--- src/rtl/qqspi_arb_pkg.sv ---
// Shared types for the two-master qqspi arbiter.
// State encoding, master indices and counter width.
package qqspi_arb_pkg;

  typedef enum logic [1:0] {
    IDLE = 2'd0,
    BUSY = 2'd1,
    DONE = 2'd2
  } state_t;

  localparam logic M_CPU = 1'b0;
  localparam logic M_AUX = 1'b1;

  localparam int CNT_W = 4;

endpackage

--- src/rtl/qqspi_arb_pick.sv ---
// Combinational winner selection for qqspi_arbiter.
// QQSPI_ARB_RR_EN selects round-robin; default is fixed priority with a starvation guard.
module qqspi_arb_pick
  import qqspi_arb_pkg::*;
#(
  parameter int MAX_CONSEC = 4
) (
  input  logic             m0_valid,
  input  logic             m1_valid,
`ifdef QQSPI_ARB_RR_EN
  input  logic             last_grant,
`else
  input  logic [CNT_W-1:0] consec,
`endif
  output logic             winner
);

  logic tie;

`ifdef QQSPI_ARB_RR_EN
  assign tie = ~last_grant;
`else
  localparam logic [CNT_W-1:0] MAX_C =
    CNT_W'(MAX_CONSEC);

  // m1 only breaks through once m0 has used up its burst
  assign tie = (consec == MAX_C) ? M_AUX : M_CPU;
`endif

  always_comb begin
    winner = M_CPU;
    unique case (1'b1)
      m0_valid && m1_valid:  winner = tie;
      !m0_valid && m1_valid: winner = M_AUX;
      default:               winner = M_CPU;
    endcase
  end

endmodule

--- src/rtl/qqspi_arbiter.sv ---
// Two-master arbiter in front of the single qqspi controller.
// Build with QQSPI_ARB_RR_EN for round-robin instead of fixed priority.
module qqspi_arbiter
  import qqspi_arb_pkg::*;
#(
  parameter int ADDR_W     = 23,
  parameter int MAX_CONSEC = 4
) (
  input  logic              clk,
  input  logic              resetn,
  input  logic              m0_valid,
  input  logic [ADDR_W-1:0] m0_addr,
  input  logic [31:0]       m0_wdata,
  input  logic [3:0]        m0_wstrb,
  input  logic              m0_psram,
  output logic              m0_ready,
  output logic [31:0]       m0_rdata,
  input  logic              m1_valid,
  input  logic [ADDR_W-1:0] m1_addr,
  input  logic [31:0]       m1_wdata,
  input  logic [3:0]        m1_wstrb,
  input  logic              m1_psram,
  output logic              m1_ready,
  output logic [31:0]       m1_rdata,
  output logic              s_valid,
  output logic [ADDR_W-1:0] s_addr,
  output logic [31:0]       s_wdata,
  output logic [3:0]        s_wstrb,
  output logic              s_psram,
  input  logic              s_ready,
  input  logic [31:0]       s_rdata,
  output logic              grant
);

  state_t            state_q, state_d;
  logic              grant_q, grant_d;
  logic [ADDR_W-1:0] addr_q, addr_d;
  logic [31:0]       wdata_q, wdata_d;
  logic [3:0]        wstrb_q, wstrb_d;
  logic              psram_q, psram_d;
  logic              winner;

`ifndef QQSPI_ARB_RR_EN
  localparam logic [CNT_W-1:0] MAX_C =
    CNT_W'(MAX_CONSEC);

  logic [CNT_W-1:0] consec_q, consec_d;
`endif

  qqspi_arb_pick #(
    .MAX_CONSEC(MAX_CONSEC)
  ) u_pick (
    .m0_valid  (m0_valid),
    .m1_valid  (m1_valid),
`ifdef QQSPI_ARB_RR_EN
    .last_grant(grant_q),
`else
    .consec    (consec_q),
`endif
    .winner    (winner)
  );

  always_comb begin
    state_d  = state_q;
    grant_d  = grant_q;
    addr_d   = addr_q;
    wdata_d  = wdata_q;
    wstrb_d  = wstrb_q;
    psram_d  = psram_q;
    m0_ready = 1'b0;
    m1_ready = 1'b0;
`ifndef QQSPI_ARB_RR_EN
    consec_d = consec_q;
`endif
    unique case (state_q)
      IDLE: begin
        if (m0_valid || m1_valid) begin
          state_d = BUSY;
          grant_d = winner;
          if (winner == M_AUX) begin
            addr_d  = m1_addr;
            wdata_d = m1_wdata;
            wstrb_d = m1_wstrb;
            psram_d = m1_psram;
          end else begin
            addr_d  = m0_addr;
            wdata_d = m0_wdata;
            wstrb_d = m0_wstrb;
            psram_d = m0_psram;
          end
`ifndef QQSPI_ARB_RR_EN
          // only m0 grants that bypass a waiting m1 count
          if (winner == M_AUX || !m1_valid)
            consec_d = '0;
          else if (consec_q != MAX_C)
            consec_d = consec_q + 1'b1;
`endif
        end
      end
      BUSY: begin
        if (s_ready) begin
          state_d = DONE;
          if (grant_q == M_AUX) m1_ready = 1'b1;
          else                  m0_ready = 1'b1;
        end
      end
      DONE:    state_d = IDLE;
      default: state_d = IDLE;
    endcase
  end

  always_ff @(posedge clk or negedge resetn) begin
    if (!resetn) begin
      state_q  <= IDLE;
      grant_q  <= M_CPU;
      addr_q   <= '0;
      wdata_q  <= '0;
      wstrb_q  <= '0;
      psram_q  <= 1'b0;
`ifndef QQSPI_ARB_RR_EN
      consec_q <= '0;
`endif
    end else begin
      state_q  <= state_d;
      grant_q  <= grant_d;
      addr_q   <= addr_d;
      wdata_q  <= wdata_d;
      wstrb_q  <= wstrb_d;
      psram_q  <= psram_d;
`ifndef QQSPI_ARB_RR_EN
      consec_q <= consec_d;
`endif
    end
  end

  assign s_valid  = (state_q == BUSY);
  assign s_addr   = addr_q;
  assign s_wdata  = wdata_q;
  assign s_wstrb  = wstrb_q;
  assign s_psram  = psram_q;
  assign grant    = grant_q;
  assign m0_rdata = (grant_q == M_CPU) ? s_rdata : '0;
  assign m1_rdata = (grant_q == M_AUX) ? s_rdata : '0;

endmodule

--- config.mk ---
export PLATFORM = sky130hd
export DESIGN_NAME = qqspi_arbiter
export DESIGN_NICKNAME = d
export VERILOG_FILES = /design/src/rtl/qqspi_arb_pkg.sv /design/src/rtl/qqspi_arb_pick.sv /design/src/rtl/qqspi_arbiter.sv
export SDC_FILE = /design/constraint.sdc
export NUM_CORES = 1
export LEC_CHECK = 0
export ABC_AREA = 1
export ABC_CLOCK_PERIOD_IN_PS = 1960
export BUFFER_PORTS_ARGS = -buffer_cell sky130_fd_sc_hd__clkbuf_2
export CAP_MARGIN = 0
export CORE_AREA = 2 2 110 112
export CTS_CLUSTER_SIZE = 8
export DETAILED_ROUTE_END_ITERATION = 10
export DIE_AREA = 0 0 112 114
export PLACE_DENSITY_LB_ADDON = 0.12
export SKIP_CTS_REPAIR_TIMING = 1
export SLEW_MARGIN = 0
export SYNTH_ARGS = -nofsm -noshare
export SYNTH_HDL_FRONTEND = slang
export SYNTH_SLANG_ARGS = --single-unit
--- constraint.sdc ---
create_clock -name clk -period 1.96 [get_ports clk]
set_input_delay 0 -clock clk [delete_from_list [all_inputs] [get_ports clk]]
set_output_delay 0 -clock clk [all_outputs]
set_load 0.1 [all_outputs]
==> metrics.md <==
| Metric | Value |
|---|---|
| Fin. max-slew vios | 0 |
| Seq/Total Area, Yosys | 38.7% |
| Mapped Area | 4330 um^2 |
| Final WL | 14300 um |
| TritonCTS clock tree | built |
| Metal2 WL | 7330 um |
| Clk_lat worst skew | 0.32 ns |
| Final worst-path cycle share | 78.7% |
| Syn nets | 857 |
| Post-DP HPWL | 11000 um |
| Min-Delay Path Class | in -> reg |
| Most common cell on crit path | buf_12 |
| Largest net degree at the start of global routing | 68 |
| Worst-path clk slew | 0.05 ns |
| Initial antenna violation count | 0 |
| Initial DRC Count | 238 |
| Via/cell ratio | 4.37 |
| Finished Cell Area | 7460 um^2 |
| Crit path DAT | 1.54 ns |
| # rows | 40 |
| N_diodes | 0 |
| Fin worst setup slack | 0.418 ns |
| Via count | 4951 |
| Number of library cell types mapped by synthesis | 20 |
| Failing checks | negative hold slack |
| Worst Setup Path Type | reg -> out |
| Status | complete, but fails checks |
| Fraction of layout cells with a size suffix above 1 | 35.3% |
| Num Clock Sinks | 67 |
| Skew final | 0.00568 ns |
| Remaining global-route overflow | 0 |
| Starting Density | 37.0% |
| H-tree depth | 3 |
| Period minus WS final | 1.54 ns |
| Ys Warns | 0 |
| Die ar. | 12800 um^2 |
| Hold slack | -0.0293 ns |
| R2R setup slack | 0.43 ns |
| Highest routed layer | met4 |
| CP max-delay cell | dfrtp_2 |
| Fmax | 648 MHz |
| TritonCTS Buffers | 9 |
| Kind of end point of the critical path | output pin |
| Dpl ws | 0.426 ns |
| CP max stage delay | 0.38 ns |
| Total Routing Usage GR | 22.2% |
| Post-Syn Instances | 698 |
| DRT met1 WL | 6020 um |
| Clock root buffer | clkbuf_16 |
| Max_cap viols | 0 |
| Nets | 1141 |
| Met3 routed WL | 796 um |
| Wirelength per Cell | 12.7 um |
| RSZ-0062 raised after global routing | false |
| Worst setup SP type | flop |
| Worst endpoint required time | 1.96 ns |
| Area growth syn-to-layout | 72.4% |
| Final Non-Filler Cells | 1132 |
| Crit-path max FO | 67 |
| Gpl congestion | 0.789 |
| Chip width | 112 um |
| Fillers | 1072 |
| Area after DPL | 7010 um^2 |
| Final Setup Violations | 0 |
| Setup TNS | 0 ns |
| # DRC | 0 |
| Post-DRT Antenna Nets | 0 |
| Core Region | 11700 um^2 |
| Die Span Y | 114 um |
| Vias in the first global route | 4604 |
| Synth Area per Inst | 6.20 um^2 |
| Seq cells post-synth | 67 |
| Drt first pass iters | 4 |
| Worst-Margin Slew | 0.576 ns |
| Relative slew slack | 61.8% |
| First-pass GRT wire length | 22800 um |
| I/O pin count | 285 |
| CTS max path bufs | 2 |
| CP Cell Sequence | buf_12 > nand2_1 > nor2_4 > buf_12 |
| Final Hold Vio Count | 40 |
| Placed Instances | 1101 |
| I/O Buffers | 284 |
registers in the layout, indices dropped and copies added, names as in the netlist:
name and cells:
s_wdata 32, s_addr 23, consec_q 4, s_wstrb 4, state_q 2, grant 1, s_psram 1
cell type report:
type                    count  area, um^2  share of cell area, %
repair buffers            314        2760                   36.9
multi-input cells         398        1840                   24.7
flip-flops and latches     67        1680                   22.5
inverters                 192         721                   9.65
clock buffers              11         243                   3.25
well taps                 147         184                   2.46
clock inverters             3        40.0                  0.536
final timing paths:
| check | from | to | depth (start not counted) |
|---|---|---|---|
| worst min register to register | s_wdata[4] | s_wdata[4] | 2 |
| worst min-delay path | m0_wdata[29] | s_wdata[29] | 5 |
| worst max-delay path | grant | m1_ready | 4 |
| min in group asynchronous | resetn | s_wdata[9] | 2 |
| worst max register to register | consec_q[0] | s_addr[6] | 9 |
| max in group asynchronous | resetn | s_wdata[26] | 3 |
placed cells by master (no fill, tap or decap), types with 2 or more instances in the layout:
| cell | Yosys | layout |
|---|---|---|
| nor2_2 | 0 | 21 |
| nor2_4 | 0 | 11 |
| clkbuf_16 | 0 | 9 |
| ha_1 | 2 | 2 |
| clkbuf_2 | 0 | 216 |
| nor2_1 | 39 | 7 |
| nand2_2 | 1 | 2 |
| nand3_1 | 123 | 123 |
| nand2_1 | 225 | 224 |
| dlygate4sd3_1 | 0 | 17 |
| clkinv_2 | 0 | 2 |
| o21ai_0 | 2 | 2 |
| inv_1 | 191 | 191 |
| dfrtp_1 | 67 | 66 |
| buf_12 | 0 | 72 |
| buf_4 | 3 | 8 |
through the flow:
| stage | hold slack (ns) | util, % |
|---|---|---|
| 2_1_floorplan | -0.296 | - |
| 3_3_place_gp | -0.0300 | 59.9 |
| 3_5_place_dp | -0.0341 | 59.9 |
| 4_1_cts | -0.383 | 62.3 |
| 5_1_grt | -0.00487 | 63.7 |
| 6_report | -0.0293 | 63.7 |
Yosys cell counts:
| library cell | number | share of area (%) |
|---|---|---|
| nand2_1 | 225 | 20 |
| inv_1 | 191 | 17 |
| nand3_1 | 123 | 14 |
| dfrtp_1 | 67 | 39 |
| nor2_1 | 39 | 3.4 |
| buf_2 | 17 | 2.0 |
| clkbuf_1 | 12 | 1.0 |
| buf_6 | 8 | 2.1 |
| buf_4 | 3 | 0.52 |
| ha_1 | 2 | 0.58 |
| o21ai_0 | 2 | 0.23 |
| buf_1 | 1 | 0.087 |
| inv_2 | 1 | 0.087 |
| nand2_2 | 1 | 0.14 |
| nand4_1 | 1 | 0.14 |
| nor2b_1 | 1 | 0.14 |
| nor3_1 | 1 | 0.12 |
| o21ai_1 | 1 | 0.12 |
| o22ai_1 | 1 | 0.14 |
| xor2_1 | 1 | 0.20 |
layer usage:
metal	vias up	GRT usage, %
met3	14	4.09
met1	2186	27.7
li1	2568	-
met5	-	0
met2	183	39.8
met4	0	6.02
cell families (layout without fill, tap and decap cells):
| group | Yosys count | after routing | share of synthesized area, % |
|---|---|---|---|
| buffers and inverters | 233 | 520 | 22.3 |
| xor gates and xnor gates | 1 | 1 | 0.202 |
| DFF | 67 | 67 | 38.7 |
| and+or+nand+nor | 391 | 391 | 37.7 |
| adders and majority gates | 2 | 2 | 0.578 |
| AOI/OAI and AO/OA | 4 | 4 | 0.491 |
worst max-delay path: cells and delay by family (launching register included):
family,cells,cell delay [ns]
buffers and inverters,2,0.52
flip-flops,1,0.38
AND/OR/NAND/NOR,2,0.30
Power is not shown: default switching activity piles up to over one toggle a cycle in this logic, so the estimate is an artifact.
